File: config.mk
export PLATFORM = sky130hd
export DESIGN_NAME = uart_rx_fifo
export DESIGN_NICKNAME = d
export VERILOG_FILES = /design/src/rtl/uart_pkg.sv /design/src/rtl/sync_edge_detect.sv /design/src/rtl/uart_rx_fifo.sv
export SDC_FILE = /design/constraint.sdc
export NUM_CORES = 1
export LEC_CHECK = 0
export ABC_AREA = 1
export BUFFER_PORTS_ARGS = -buffer_cell sky130_fd_sc_hd__buf_2
export CAP_MARGIN = 25
export CORE_MARGIN = 2
export CORE_UTILIZATION = 68
export CTS_BUF_LIST = sky130_fd_sc_hd__clkbuf_4
export DETAILED_ROUTE_END_ITERATION = 10
export GPL_ROUTABILITY_DRIVEN = 0
export PLACE_DENSITY = 0.87
export SLEW_MARGIN = 0
export SYNTH_ARGS = -nofsm -noshare
export SYNTH_HDL_FRONTEND = slang
export SYNTH_SLANG_ARGS = --single-unit
File: constraint.sdc
create_clock -name clk -period 5.2 [get_ports clk]
set_clock_uncertainty 0.15 [all_clocks]
set_input_delay 0.78 -clock clk [delete_from_list [all_inputs] [get_ports clk]]
set_output_delay 0.78 -clock clk [all_outputs]
set_load 0.01 [all_outputs]
File: src/rtl/uart_pkg.sv
// Shared UART definitions used by both the receive-side and transmit-side FIFOs.
package uart_pkg;

  localparam int UART_DATA_W     = 8;
  localparam int UART_FIFO_DEPTH = 16;
  localparam int UART_FIFO_ADDR_W = $clog2(UART_FIFO_DEPTH);

  typedef enum logic [1:0] {
    FIFO_IDLE   = 2'b00,
    FIFO_POP    = 2'b01,
    FIFO_PUSH   = 2'b10,
    FIFO_PUSHPOP = 2'b11
  } fifo_op_e;

endpackage

File: src/rtl/sync_edge_detect.sv
// Two-flop synchroniser for a strobe from another clock domain plus a one-cycle
// rising-edge pulse; also used for the transmitter's done strobe.
module sync_edge_detect (
  input  logic clk,
  input  logic reset,
  input  logic din,
  output logic rise
);

  logic s1_r;
  logic s2_r;
  logic prev_r;
  logic valid1_r;
  logic valid2_r;

  // Synchroniser chain; prev stays high until s2 carries a real post-reset sample,
  // so a strobe already high at reset release never looks like a fresh edge.
  always_ff @(posedge clk or posedge reset) begin
    if (reset) begin
      s1_r     <= 1'b0;
      s2_r     <= 1'b0;
      prev_r   <= 1'b1;
      valid1_r <= 1'b0;
      valid2_r <= 1'b0;
    end else begin
      s1_r     <= din;
      s2_r     <= s1_r;
      prev_r   <= valid2_r ? s2_r : 1'b1;
      valid1_r <= 1'b1;
      valid2_r <= valid1_r;
    end
  end

  assign rise = s2_r & ~prev_r;

endmodule

File: src/rtl/uart_rx_fifo.sv
// Receive-side byte FIFO: pushes one byte per receiver strobe and presents the
// head entry first-word-fall-through to the peripheral bus.
module uart_rx_fifo
  import uart_pkg::*;
#(
  parameter int DEPTH  = UART_FIFO_DEPTH,
  parameter int ADDR_W = $clog2(DEPTH)
) (
  input  logic                   clk,
  input  logic                   reset,
  input  logic [UART_DATA_W-1:0] rx_data,
  input  logic                   rx_status,
  input  logic                   rd_en,
  input  logic                   clr_overrun,
  output logic [UART_DATA_W-1:0] rd_data,
  output logic                   rx_ready,
  output logic                   fifo_full,
  output logic                   overrun,
  output logic [ADDR_W:0]        count
);

  localparam logic [ADDR_W:0]   CNT_FULL = (ADDR_W+1)'(DEPTH);
  localparam logic [ADDR_W:0]   CNT_ONE  = (ADDR_W+1)'(32'd1);
  localparam logic [ADDR_W:0]   CNT_ZERO = (ADDR_W+1)'(32'd0);
  localparam logic [ADDR_W-1:0] PTR_ONE  = ADDR_W'(32'd1);
  localparam logic [ADDR_W-1:0] PTR_ZERO = ADDR_W'(32'd0);

  logic [UART_DATA_W-1:0] mem_r [DEPTH];
  logic [ADDR_W-1:0]      wr_ptr_r;
  logic [ADDR_W-1:0]      rd_ptr_r;
  logic [ADDR_W:0]        count_r;
  logic                   rx_ready_r;
  logic                   fifo_full_r;
  logic                   overrun_r;

  logic                   push_s;
  logic                   pop_s;
  logic                   wr_en_s;
  logic                   drop_s;
  logic [ADDR_W:0]        count_next_s;
  fifo_op_e               op_s;

  sync_edge_detect u_sync (
    .clk   (clk),
    .reset (reset),
    .din   (rx_status),
    .rise  (push_s)
  );

  assign pop_s = rd_en & rx_ready_r;
  assign op_s  = fifo_op_e'({push_s, pop_s});

  // Decide write enable, drop and next occupancy from the push/pop combination.
  always_comb begin
    wr_en_s      = 1'b0;
    drop_s       = 1'b0;
    count_next_s = count_r;
    case (op_s)
      FIFO_PUSH: begin
        if (!fifo_full_r) begin
          wr_en_s      = 1'b1;
          count_next_s = count_r + CNT_ONE;
        end else begin
          drop_s       = 1'b1;
        end
      end
      FIFO_POP: begin
        count_next_s = count_r - CNT_ONE;
      end
      FIFO_PUSHPOP: begin
        wr_en_s      = 1'b1;
        count_next_s = count_r;
      end
      default: begin
        count_next_s = count_r;
      end
    endcase
  end

  // Storage array; contents need no reset because reads are gated by rx_ready.
  always_ff @(posedge clk) begin
    if (wr_en_s) begin
      mem_r[wr_ptr_r] <= rx_data;
    end
  end

  // Pointers, occupancy and the flags derived from it.
  always_ff @(posedge clk or posedge reset) begin
    if (reset) begin
      wr_ptr_r    <= PTR_ZERO;
      rd_ptr_r    <= PTR_ZERO;
      count_r     <= CNT_ZERO;
      rx_ready_r  <= 1'b0;
      fifo_full_r <= 1'b0;
    end else begin
      if (wr_en_s) begin
        wr_ptr_r <= wr_ptr_r + PTR_ONE;
      end
      if (pop_s) begin
        rd_ptr_r <= rd_ptr_r + PTR_ONE;
      end
      count_r     <= count_next_s;
      rx_ready_r  <= (count_next_s != CNT_ZERO);
      fifo_full_r <= (count_next_s == CNT_FULL);
    end
  end

  // Sticky overrun; a drop in the same cycle as a clear keeps the flag set.
  always_ff @(posedge clk or posedge reset) begin
    if (reset) begin
      overrun_r <= 1'b0;
    end else if (drop_s) begin
      overrun_r <= 1'b1;
    end else if (clr_overrun) begin
      overrun_r <= 1'b0;
    end
  end

  assign rd_data   = rx_ready_r ? mem_r[rd_ptr_r] : {UART_DATA_W{1'b0}};
  assign rx_ready  = rx_ready_r;
  assign fifo_full = fifo_full_r;
  assign overrun   = overrun_r;
  assign count     = count_r;

endmodule

# Word-level counts from Yosys, hierarchy flattened
# Memories as Yosys holds them, arrays and structs flattened.
# Index checks and enable logic that the tools add are counted.
word_totals:
  in_bits: 13
  reg_bits: 21
  ramBits: 128
  out_inout_bits: 16
  n_memories: 1
classes:
  add_sub_neg: 4
  n_reduce_logical: 2
  n_mux: 12
  n_eq_ne: 4
  bitwise_logic: 3
memory_table:
  columns: ["memory", "depth", "word_bits", "read_ports", "rd_ports_with_merged_regs", "wr", "line", "source"]
  rows:
  - ["mem_r", 16, 8, 1, 0, 1, "uart_rx_fifo.sv:28", "logic [UART_DATA_W-1:0] mem_r [DEPTH];"]
ops:
  columns: ["operator", "n"]
  rows:
  - ["$pmux 5 s2", 1]
  - ["$add 4x1->4 const B", 2]
  - ["$mux 1", 8]
  - ["$mux 8", 1]
  - ["$add 5x1->5 const B", 1]
  - ["$eq 5x5->1 const B", 1]
  - ["$mux 5", 1]
  - ["$reduce_bool 5->1", 1]
  - ["$sub 5x1->5 const B", 1]
  - ["$eq 2x2->1 const B", 2]
  - ["$and 1x1->1", 2]
  - ["$eq 2x1->1 const B", 1]
  - ["$pmux 1 s2", 1]
  - ["$reduce_bool 2->1", 1]
  - ["$not 1->1", 1]

# Longest topological paths before layout
# Gate-level depths: netlist (run 1).
logic_depth:
  ltp_word: 6
  depth_mapped: 11

# Cells and area by module
# Synthesis (run 1) repeated with hierarchy kept, for this count alone.
unflattened:
  hier_cells: 576
  hier_area_um2: 6318.6
modules_own_cells:
  columns: ["mod", "cells_each", "area_each_um2", "instances"]
  rows:
  - ["uart_rx_fifo", 566, 6170.9, 1]
  - ["sync_edge_detect", 10, 147.6, 1]

# Least setup slack after synthesis (run 1)
# OpenSTA, ideal clock, no wires.
synth_timing:
  kind: "input to register"
  from: "in rd_en"
  to: "mem mem_r[11][0] (enable)"
  path_stages: 6
  path_slack_ns: 2.700
  n_path_buf: 0
  arrival_time_ns: 1.967
  cell_sequence: "nand2_1 ha_1 nand2_1 nand2_1 nand2_1 nor3_1"
synth_between:
  elab_chain_cells: 5
  elab_cells_between_ends: 6
synth_lines:
  columns: ["element", "line", "source"]
  rows:
  - ["from (decl)", "uart_rx_fifo.sv:13", "input logic rd_en,"]
  - ["$and 1x1->1 *", "uart_rx_fifo.sv:50", "assign pop_s = rd_en & rx_ready_r;"]
  - ["$eq 2x2->1", "uart_rx_fifo.sv:58", "case (op_s)"]
  - ["$pmux 1 s2 *", "uart_rx_fifo.sv:58", null]
  - ["$mux 1 *", "uart_rx_fifo.sv:82", "if (wr_en_s) begin"]
  - ["$mux 1 (not written as such) *", "uart_rx_fifo.sv:83", "mem_r[wr_ptr_r] <= rx_data;"]
  - ["to (decl)", "uart_rx_fifo.sv:28", null]
# Mark *: on every way between the ends. The rest lies on a longest branch, timed or not.

# Worst setup path in the final report (run 1)
layout_timing:
  from: "reg rd_ptr_r[1]"
  to: "out rd_data[6]"
layout_between:
  elab_chain_cells: 2
layout_lines:
  columns: ["element", "line", "source"]
  rows:
  - ["from (decl)", "uart_rx_fifo.sv:30", "logic [ADDR_W-1:0] rd_ptr_r;"]
  - ["from (signal assigned)", "uart_rx_fifo.sv:100", "rd_ptr_r <= rd_ptr_r + PTR_ONE;"]
  - ["$mem_v2 16x8", null, null]
  - ["$mux 8", "uart_rx_fifo.sv:119", "assign rd_data = rx_ready_r ? mem_r[rd_ptr_r] : {UART_DATA_W{1'b0}};"]
  - ["to (decl)", "uart_rx_fifo.sv:15", "output logic [UART_DATA_W-1:0] rd_data,"]
# No other way between the ends.

==> results of run 1 <==
sequential cells by signal, summed over array words and instances, names as in the netlist:
signal and count:
wr_ptr_r 4, rd_ptr_r 4, u_sync.s1_r 1, rx_ready 1, fifo_full 1, overrun 1, u_sync.prev_r 1, u_sync.valid1_r 1
count 5, u_sync.s2_r 1, mem_r 128, u_sync.valid2_r 1
power by group through the flow:
| stage | combinational, mW | clock [mW] | sequential (mW) |
|---|---|---|---|
| 2_1_floorplan | 0.939 | 0 | 1.45 |
| 3_3_place_gp | 1.21 | 0 | 1.47 |
| 3_5_place_dp | 1.27 | 0 | 1.48 |
| 4_1_cts | 1.28 | 0.828 | 1.45 |
| 5_1_grt | 1.44 | 0.877 | 1.47 |
| 6_report | 1.30 | 0.828 | 1.46 |
logic make-up (layout without fill, tap and decap cells):
group	after synthesis	count (layout)	synth area share, %
AOI/OAI and AO/OA	68	68	5.59
xor gates and xnor gates	6	6	0.832
adders and majority gates	10	10	1.98
buffers and inverters	61	99	4.30
DFF	149	149	69.2
other	1	1	0.0594
and+or+nand+nor	280	280	18.0
per-stage QoR:
stage / cells / instance area [sq um]
floorplan: 575 / 6320
global placement: 693 / 6490
detailed placement: 693 / 6490
CTS: 724 / 6830
global route: 724 / 6830
finish: 724 / 6830
metal layers:
layer / global-route usage [%] / up-vias / share of wire, %
met2: 47.6 / 268 / 50
met5: 0 / - / 0
met3: 6.06 / 47 / 9.3
met1: 39.2 / 2033 / 37
met4: 14.6 / 0 / 3.7
li1: - / 2010 / -
critical path, stage by stage, from the launching register on:
cell      delay (ns)
dfrtp_1         0.39
buf_4           0.25
inv_2           0.54
o21ai_0         0.21
o211ai_1        0.32
nand3_1         0.17
a21oi_1         0.18
buf_2           0.15
cells in the final DEF (no fill, tap or decap), drive strengths merged:
cell,synthesis,layout
a21oi,9,9
buf,20,31
bufinv,0,5
clkbuf,4,18
clkinv,1,6
clkinvlp,0,2
conb,1,1
dfrtp,20,20
dfstp,1,1
edfxtp,128,128
ha,10,10
inv,36,37
nand2,80,80
nand3,55,55
nand4,6,6
nor2,137,137
nor3,2,2
o211ai,5,5
o21ai,54,54
xor2,6,6
worst paths after layout:
| path | from | to | slack, ns | depth (start not counted) |
|---|---|---|---|---|
| setup reg to reg | u_sync.prev_r | mem_r[2][3] | 2.46 | 8 |
| max in group asynchronous | reset | rd_ptr_r[0] | 4.11 | 2 |
| min in group asynchronous | reset | u_sync.s2_r | 0.24 | 2 |
| hold / removal | rx_status | u_sync.s1_r | 0.20 | 1 |
| setup / recovery | rd_ptr_r[1] | rd_data[6] | 1.51 | 7 |
| hold reg to reg | u_sync.s1_r | u_sync.s2_r | 0.22 | 0 |
area by class of cell:
class                   instances  area share, %
multi-input cells             365           24.5
well taps                     111           2.03
repair buffers                 31           2.38
clock buffers                  18           1.98
flip-flops and latches        149           64.0
inverters                      37           2.03
clock inverters                13           3.02
==> reports/qor.txt, run 1 <==
Status - finished clean
Multi-input gate area - 1670 sq um
CP Max Fanout - 35
Fin. max-slew vios - 0
Final Cycle Share - 71.0%
Post-route setup slack - 1.51 ns
Tightest Pin Transition - 1.05 ns
Hold slack final - 0.201 ns
Cell variety after synth - 24
Core area - 9110 sq um
Die Width - 100 um
Remaining Overflow, GRT - 0
Max-Cap Viols - 0
Leakage - 2.61 nW
Pint - 2.20 mW
Antenna Cells - 0
Die H - 100 um
H-tree depth - 4
Relative slew slack - 29.6%
Setup crit start kind - flop
Post-Syn Nets - 598
Logic pwr share - 36.2%
Fill count - 580
Number of global-route vias before repair - 4206
Skew-Pair Late Insertion Delay - 0.53 ns
Switching share of power - 38.6%
YS warnings - 0
Global Route Usage Sum - 29.7%
Dominant cell type by area after synthesis - edfxtp_1
Crit path capture type - output port
Place WS - 2.16 ns
TritonCTS clock tree - built
Predominant post-synthesis flop cell - edfxtp_1
Switching power - 1.38 mW
Most common cell in the netlist - nor2_1
Tightest Hold Check Type - in -> reg
Port Buffers - 28
Pwr dens - 525 nW/um^2
Die area - 10100 sq um
Mapped Cells - 575
Final ANT Viol Nets - 0
Clk sinks - 149
Seq cells post-synth - 149
Crit path required time - 4.27 ns
Register Area - 4370 sq um
# resized after CTS - 0
Synth cell count leaders - nor2_1, edfxtp_1, nand2_1
Mapped Avg Cell Area - 11.0 sq um
First-pass GRT wire length - 21.7 mm
Detail Placement HPWL - 8.63 mm
Worst-path clk slew - 0.12 ns
Post-synth EDFFs - 128
Nets - 624
RSZ-0062 raised after global routing - no
Detailed-route DRC error count - 0
Fmax - 271 MHz
Tmin final - 3.69 ns
Starting DRT DRC Count - 471
Ys async rst share - 14.1%
Starting Density - 69.3%
Endpoints failing setup - 0
Ports - 29
Area Growth Syn to Fin - 8.10%
Flop pwr share - 40.7%
Setup TNS after final layout - 0 ns
First-pass DRT Iterations - 5
Maximum vdd drop - 0.362 mV
Routed vias/inst - 6.02
Routed length per placed instance - 19.0 um
Share of layout cells above drive strength 1 - 11.4%
Routed WL - 13.7 mm
Hold_buf cts - 0
Post-synth top area share - 60.9%
CTS Buf Count - 17
Rows - 35
Via count - 4358
Initial antenna violation count - 0
Post-CTS setup buffer count - 0
Largest net degree at the start of global routing - 73
Clock Path Buffers - 2
Final total power - 3.59 mW
Layout Utilization - 75.0%
Netlist Area Pre-Place - 6320 sq um
Hold Vio Cnt, Final - 0
Worst Path Arrival - 2.76 ns
Top cells by area, synth - edfxtp_1, nor2_1, dfrtp_1, nand2_1, nand3_1
Clock Tree Root - clkbuf_4
Crit Path Category - reg -> out
Clock share of power - 23.1%
Seq/Total Area, Yosys - 69.2%
Note: power is estimated with default switching activity, not from simulation.
==> inputs of run 2 (changes only) <==
--- a/config.mk
+++ b/config.mk
@@ -9,11 +9,11 @@
 export BUFFER_PORTS_ARGS = -buffer_cell sky130_fd_sc_hd__buf_2
 export CAP_MARGIN = 25
 export CORE_MARGIN = 2
-export CORE_UTILIZATION = 68
+export CORE_UTILIZATION = 63
 export CTS_BUF_LIST = sky130_fd_sc_hd__clkbuf_4
 export DETAILED_ROUTE_END_ITERATION = 10
 export GPL_ROUTABILITY_DRIVEN = 0
-export PLACE_DENSITY = 0.87
+export PLACE_DENSITY = 0.81
 export SLEW_MARGIN = 0
 export SYNTH_ARGS = -nofsm -noshare
 export SYNTH_HDL_FRONTEND = slang
==> constraint.sdc (replaced) <==
create_clock -name clk -period 3.9 [get_ports clk]
set_clock_uncertainty 0.15 [all_clocks]
set_input_delay 0.585 -clock clk [delete_from_list [all_inputs] [get_ports clk]]
set_output_delay 0.585 -clock clk [all_outputs]
set_load 0.01 [all_outputs]
==> reports/qor.txt, run 2 (same netlist as run 1, synthesis figures left out) <==
Status - finished clean
Nets - 627
CP startpoint - rd_ptr_r[0]
Switching power - 1.86 mW
Placed cell count - 717
Multi-input gate area - 1670 sq um
CTS Buf Count - 17
Fin. max-slew vios - 0
TritonCTS clock tree - built
Switching share of power - 39.1%
Final total power - 4.74 mW
Die area - 10800 sq um
Maximum vdd drop - 0.704 mV
Antenna Cells - 0
Via count - 4432
Starting DRT DRC Count - 480
Die Width - 104 um
Rows - 36
Fmax - 300 MHz
Core area - 9770 sq um
RSZ-0062 raised after global routing - no
First-pass GRT wire length - 21.9 mm
Global Route Usage Sum - 27.5%
Clock Path Buffers - 2
Endpoints failing setup - 0
Commonest cells after routing, fill and taps aside - nor2_1, edfxtp_1, nand2_1
First-pass DRT Iterations - 7
Pwr dens - 691 nW/um^2
Initial antenna violation count - 0
Tightest Hold Check Type - in -> async
DP Area - 6530 sq um
Detailed-route DRC error count - 0
Skew-Pair Late Insertion Delay - 0.55 ns
Final Cell Area - 6860 sq um
Worst path max stage delay - 0.59 ns
RR Startpoint - u_sync.s2_r
Routed length per placed instance - 18.8 um
Max reg flops - 128
Port Buffers - 28
Crit Path Category - reg -> out
Tightest Pin Transition - 0.853 ns
Share of layout cells above drive strength 1 - 11.7%
Routed vias/inst - 5.91
Clock share of power - 22.3%
Relative slew slack - 43.1%
Number of global-route vias before repair - 4199
# resized after CTS - 0
Max-Cap Viols - 0
Clock Tree Root - clkbuf_4
CP max stage cell - buf_4
Remaining Overflow, GRT - 0
Ports - 29
Crit path required time - 3.16 ns
H-tree depth - 4
Crit path capture type - output port
CP Max Fanout - 72
Final Cycle Share - 85.5%
Biggest register - mem_r
Pint - 2.89 mW
Register Area - 4370 sq um
Die H - 104 um
Routed WL - 14.1 mm
Tmin final - 3.33 ns
Cell Chain, Critical Path - buf_4 > nor2_1 > nor2_1 > o21ai_0 > nand3_1 > nand3_1 > a21oi_1 > buf_2
Hold Vio Cnt, Final - 0
Worst Path Arrival - 2.60 ns
Leakage - 2.62 nW
CP delay by family, top - buffers and inverters
Commonest non-fill, non-tap cell in the layout - nor2_1
Setup TNS after final layout - 0 ns
Area Growth Syn to Fin - 8.66%
Logic pwr share - 36.7%
Flop pwr share - 41.0%
Setup crit start kind - flop
Detail Placement HPWL - 8.82 mm
Final ANT Viol Nets - 0
Buf/Inv on CP - 2
Fill count - 702
Clk sinks - 149
Starting Density - 64.6%
Largest net degree at the start of global routing - 73
Worst-path clk slew - 0.12 ns
Non-filler cells in the finished layout - 750
[run 2: changes by cell type in the layout (fill, tap and decap cells not counted)]
cell | before | now
buf_4 | 3 | 5
bufinv_16 | 5 | 4
clkbuf_4 | 18 | 19
clkinv_1 | 1 | 2
clkinv_4 | 2 | 3
clkinvlp_4 | 2 | 1
dlygate4sd3_1 | 0 | 1
[run 2: path summary, 6_finish.rpt]
kind | endpoint | slack, ns | cells after the start
worst min-delay path | u_sync.s2_r | 0.008 | 2
worst min register to register | u_sync.valid2_r | 0.22 | 0
worst max-delay path | rd_data[1] | 0.57 | 8
worst max register to register | mem_r[2][2] | 1.24 | 9
max in group asynchronous | rd_ptr_r[0] | 3.06 | 2
min in group clk | overrun | 0.07 | 2
[run 2: metrics by stage]
stage	util, %	hold slack (ns)	worst slack [ns]
3_3_place_gp	66.8	0.190	1.22
5_1_grt	70.2	0.0491	0.355
4_1_cts	70.2	0.0126	0.615
6_report	70.2	0.00787	0.567
3_5_place_dp	66.8	0.196	1.12
2_1_floorplan	-	0.181	1.60
[run 2: per-layer routing]
| metal | wire, um | part of all wire (%) | GRT usage [%] | vias up |
|---|---|---|---|---|
| met5 | 0 | 0 | 0 | - |
| met4 | 415 | 2.9 | 13.2 | 0 |
| met3 | 1460 | 10 | 7.71 | 44 |
| met2 | 6710 | 48 | 42.0 | 272 |
| met1 | 5540 | 39 | 36.8 | 2098 |
| li1 | - | - | - | 2018 |
[run 2: area by class of cell]
type	instances	share of cell area [%]
sequential	149	63.7
clock buffer	19	2.08
inverter	37	2.02
clock inverter	13	2.64
timing repair buffer	34	2.73
tap	133	2.42
multi-input combinational	365	24.4
[run 2: worst register-to-register path: cells and delay by family, from the launching register on]
kind | cells | cell delay (ns)
adders and majority gates | 1 | 0.30
buffers and inverters | 2 | 0.22
DFF | 1 | 0.35
and+or+nand+nor | 6 | 1.28
[run 2: power by group through the flow]
stage,Sequential [mW],Combinational [mW],Clock (mW)
6_report,1.94,1.74,1.06
5_1_grt,1.96,1.94,1.12
4_1_cts,1.94,1.71,1.07
2_1_floorplan,1.93,1.25,0
3_5_place_dp,1.97,1.70,0
3_3_place_gp,1.97,1.65,0
[run 2: timing repair]
item	in CTS	in global routing
setup buffers	0	0
endpoints found under the hold margin	1	0
hold buffers	1	0
==> inputs of run 3 (changes only) <==
--- a/config.mk
+++ b/config.mk
@@ -13,7 +13,7 @@
 export CTS_BUF_LIST = sky130_fd_sc_hd__clkbuf_4
 export DETAILED_ROUTE_END_ITERATION = 10
 export GPL_ROUTABILITY_DRIVEN = 0
-export PLACE_DENSITY = 0.81
+export PLACE_DENSITY = 0.86
 export SLEW_MARGIN = 0
 export SYNTH_ARGS = -nofsm -noshare
 export SYNTH_HDL_FRONTEND = slang
==> reports/qor.txt, run 3 (same netlist as run 1, synthesis figures left out) <==
Setup TNS after final layout - 0 ns
Starting Density - 64.6%
Most used cell along the critical path - nand2_1
Number of global-route vias before repair - 4195
Ports - 29
Remaining Overflow, GRT - 0
Crit path required time - 3.16 ns
Tightest Pin Transition - 0.948 ns
Post-route setup slack - 0.520 ns
Port Buffers - 28
Crit Path Category - reg -> out
Area Growth Syn to Fin - 8.70%
Final Cycle Share - 86.7%
Tmin final - 3.38 ns
Hold Vio Cnt, Final - 0
CP delay by family, top - buffers and inverters
Leakage - 2.61 nW
Worst path max stage delay - 0.68 ns
Rows - 36
Fin. max-slew vios - 0
Placed cell count - 716
Antenna Cells - 0
Worst Path Arrival - 2.64 ns
Status - finished clean
Crit path depth - 8
Cell Chain, Critical Path - inv_2 > nand2_1 > nand2_1 > nand2_1 > nand3_1 > nand3_1 > a21oi_1 > buf_2
Global Route Usage Sum - 27.7%
Worst-path clk slew - 0.12 ns
Commonest cells after routing, fill and taps aside - nor2_1, edfxtp_1, nand2_1
H-tree depth - 4
Die H - 104 um
Relative slew slack - 36.7%
Clock Path Buffers - 2
Starting DRT DRC Count - 477
Routed vias/inst - 5.93
CTS Buf Count - 17
Final total power - 4.74 mW
Die Width - 104 um
Max reg flops - 128
Skew-Pair Late Insertion Delay - 0.56 ns
Setup crit start kind - flop
Routed length per placed instance - 18.7 um
Core area - 9770 sq um
Clock Tree Root - clkbuf_4
Crit path capture type - output port
Non-filler cells in the finished layout - 750
CP max stage cell - inv_2
Detail Placement HPWL - 8.86 mm
Largest net degree at the start of global routing - 73
Buf/Inv on CP - 2
Reg2Reg Depth - 8
Hold Crit Depth - 2
TritonCTS clock tree - built
First-pass DRT Iterations - 5
Via count - 4450
Nets - 627
Commonest non-fill, non-tap cell in the layout - nor2_1
Share of layout cells above drive strength 1 - 11.3%
Biggest register - mem_r
First-pass GRT wire length - 22.3 mm
Final ANT Viol Nets - 0
Detailed-route DRC error count - 0
Pwr dens - 690 nW/um^2
Fmax - 296 MHz
Clk sinks - 149
Tightest Hold Check Type - in -> reg
Endpoints failing setup - 0
Die area - 10800 sq um
Initial antenna violation count - 0
CP Max Fanout - 59
Maximum vdd drop - 0.455 mV
RSZ-0062 raised after global routing - no
Routed WL - 14.0 mm
Place WS - 1.06 ns
Layout Utilization - 70.2%
Max-Cap Viols - 0
[run 3: changes by cell type in the layout (fill, tap and decap cells not counted), sizes merged]
cell         delta
buf             -1
clkinv          -2
clkinvlp        +2
dlygate4sd3     +1
[run 3: through the flow]
step	hold WS (ns)	area, sq um
CTS	0.00503	6870
floorplan	0.181	6320
detailed placement	0.187	6520
global route	0.00890	6870
global placement	0.184	6520
finish	0.0408	6870
[run 3: report_power, final]
part           internal, mW  leakage, nW  switching, mW
Clock                 0.520        0.164          0.529
Sequential             1.81         1.40          0.137
Combinational         0.551         1.05           1.19
Total                  2.88         2.61           1.86
[run 3: final cells by class]
| class | instances | area (sq um) |
|---|---|---|
| timing repair buffer | 34 | 190 |
| clock buffer | 19 | 143 |
| sequential | 149 | 4370 |
| fill | 693 | 2910 |
| clock inverter | 13 | 181 |
| multi-input combinational | 365 | 1670 |
| inverter | 37 | 139 |
| tap | 133 | 166 |
[run 3: path summary, 6_finish.rpt]
kind                              endpoint  slack [ns]             from
max                             rd_data[4]        0.52      rd_ptr_r[0]
min                                overrun        0.04      clr_overrun
max reg2reg                   mem_r[10][0]        1.17    u_sync.prev_r
min reg2reg                u_sync.valid2_r        0.21  u_sync.valid1_r
max in group asynchronous      rd_ptr_r[0]        2.50            reset
min in group asynchronous  u_sync.valid2_r        0.56            reset
[run 3: timing repair]
action	in CTS	in global routing
setup buffers	0	0
hold buffers	2	0
gates resized for setup	0	0
endpoints found under the setup margin	0	0
endpoints found under the hold margin	10	0
[run 3: metal layers]
layer | GRT usage (%) | wire [um] | share of wire (%) | up-vias
li1 | - | - | - | 2027
met1 | 37.8 | 5410 | 39 | 2106
met2 | 43.2 | 6820 | 49 | 267
met3 | 6.14 | 1340 | 9.5 | 50
met4 | 12.6 | 475 | 3.4 | 0
met5 | 0 | 0 | 0 | -
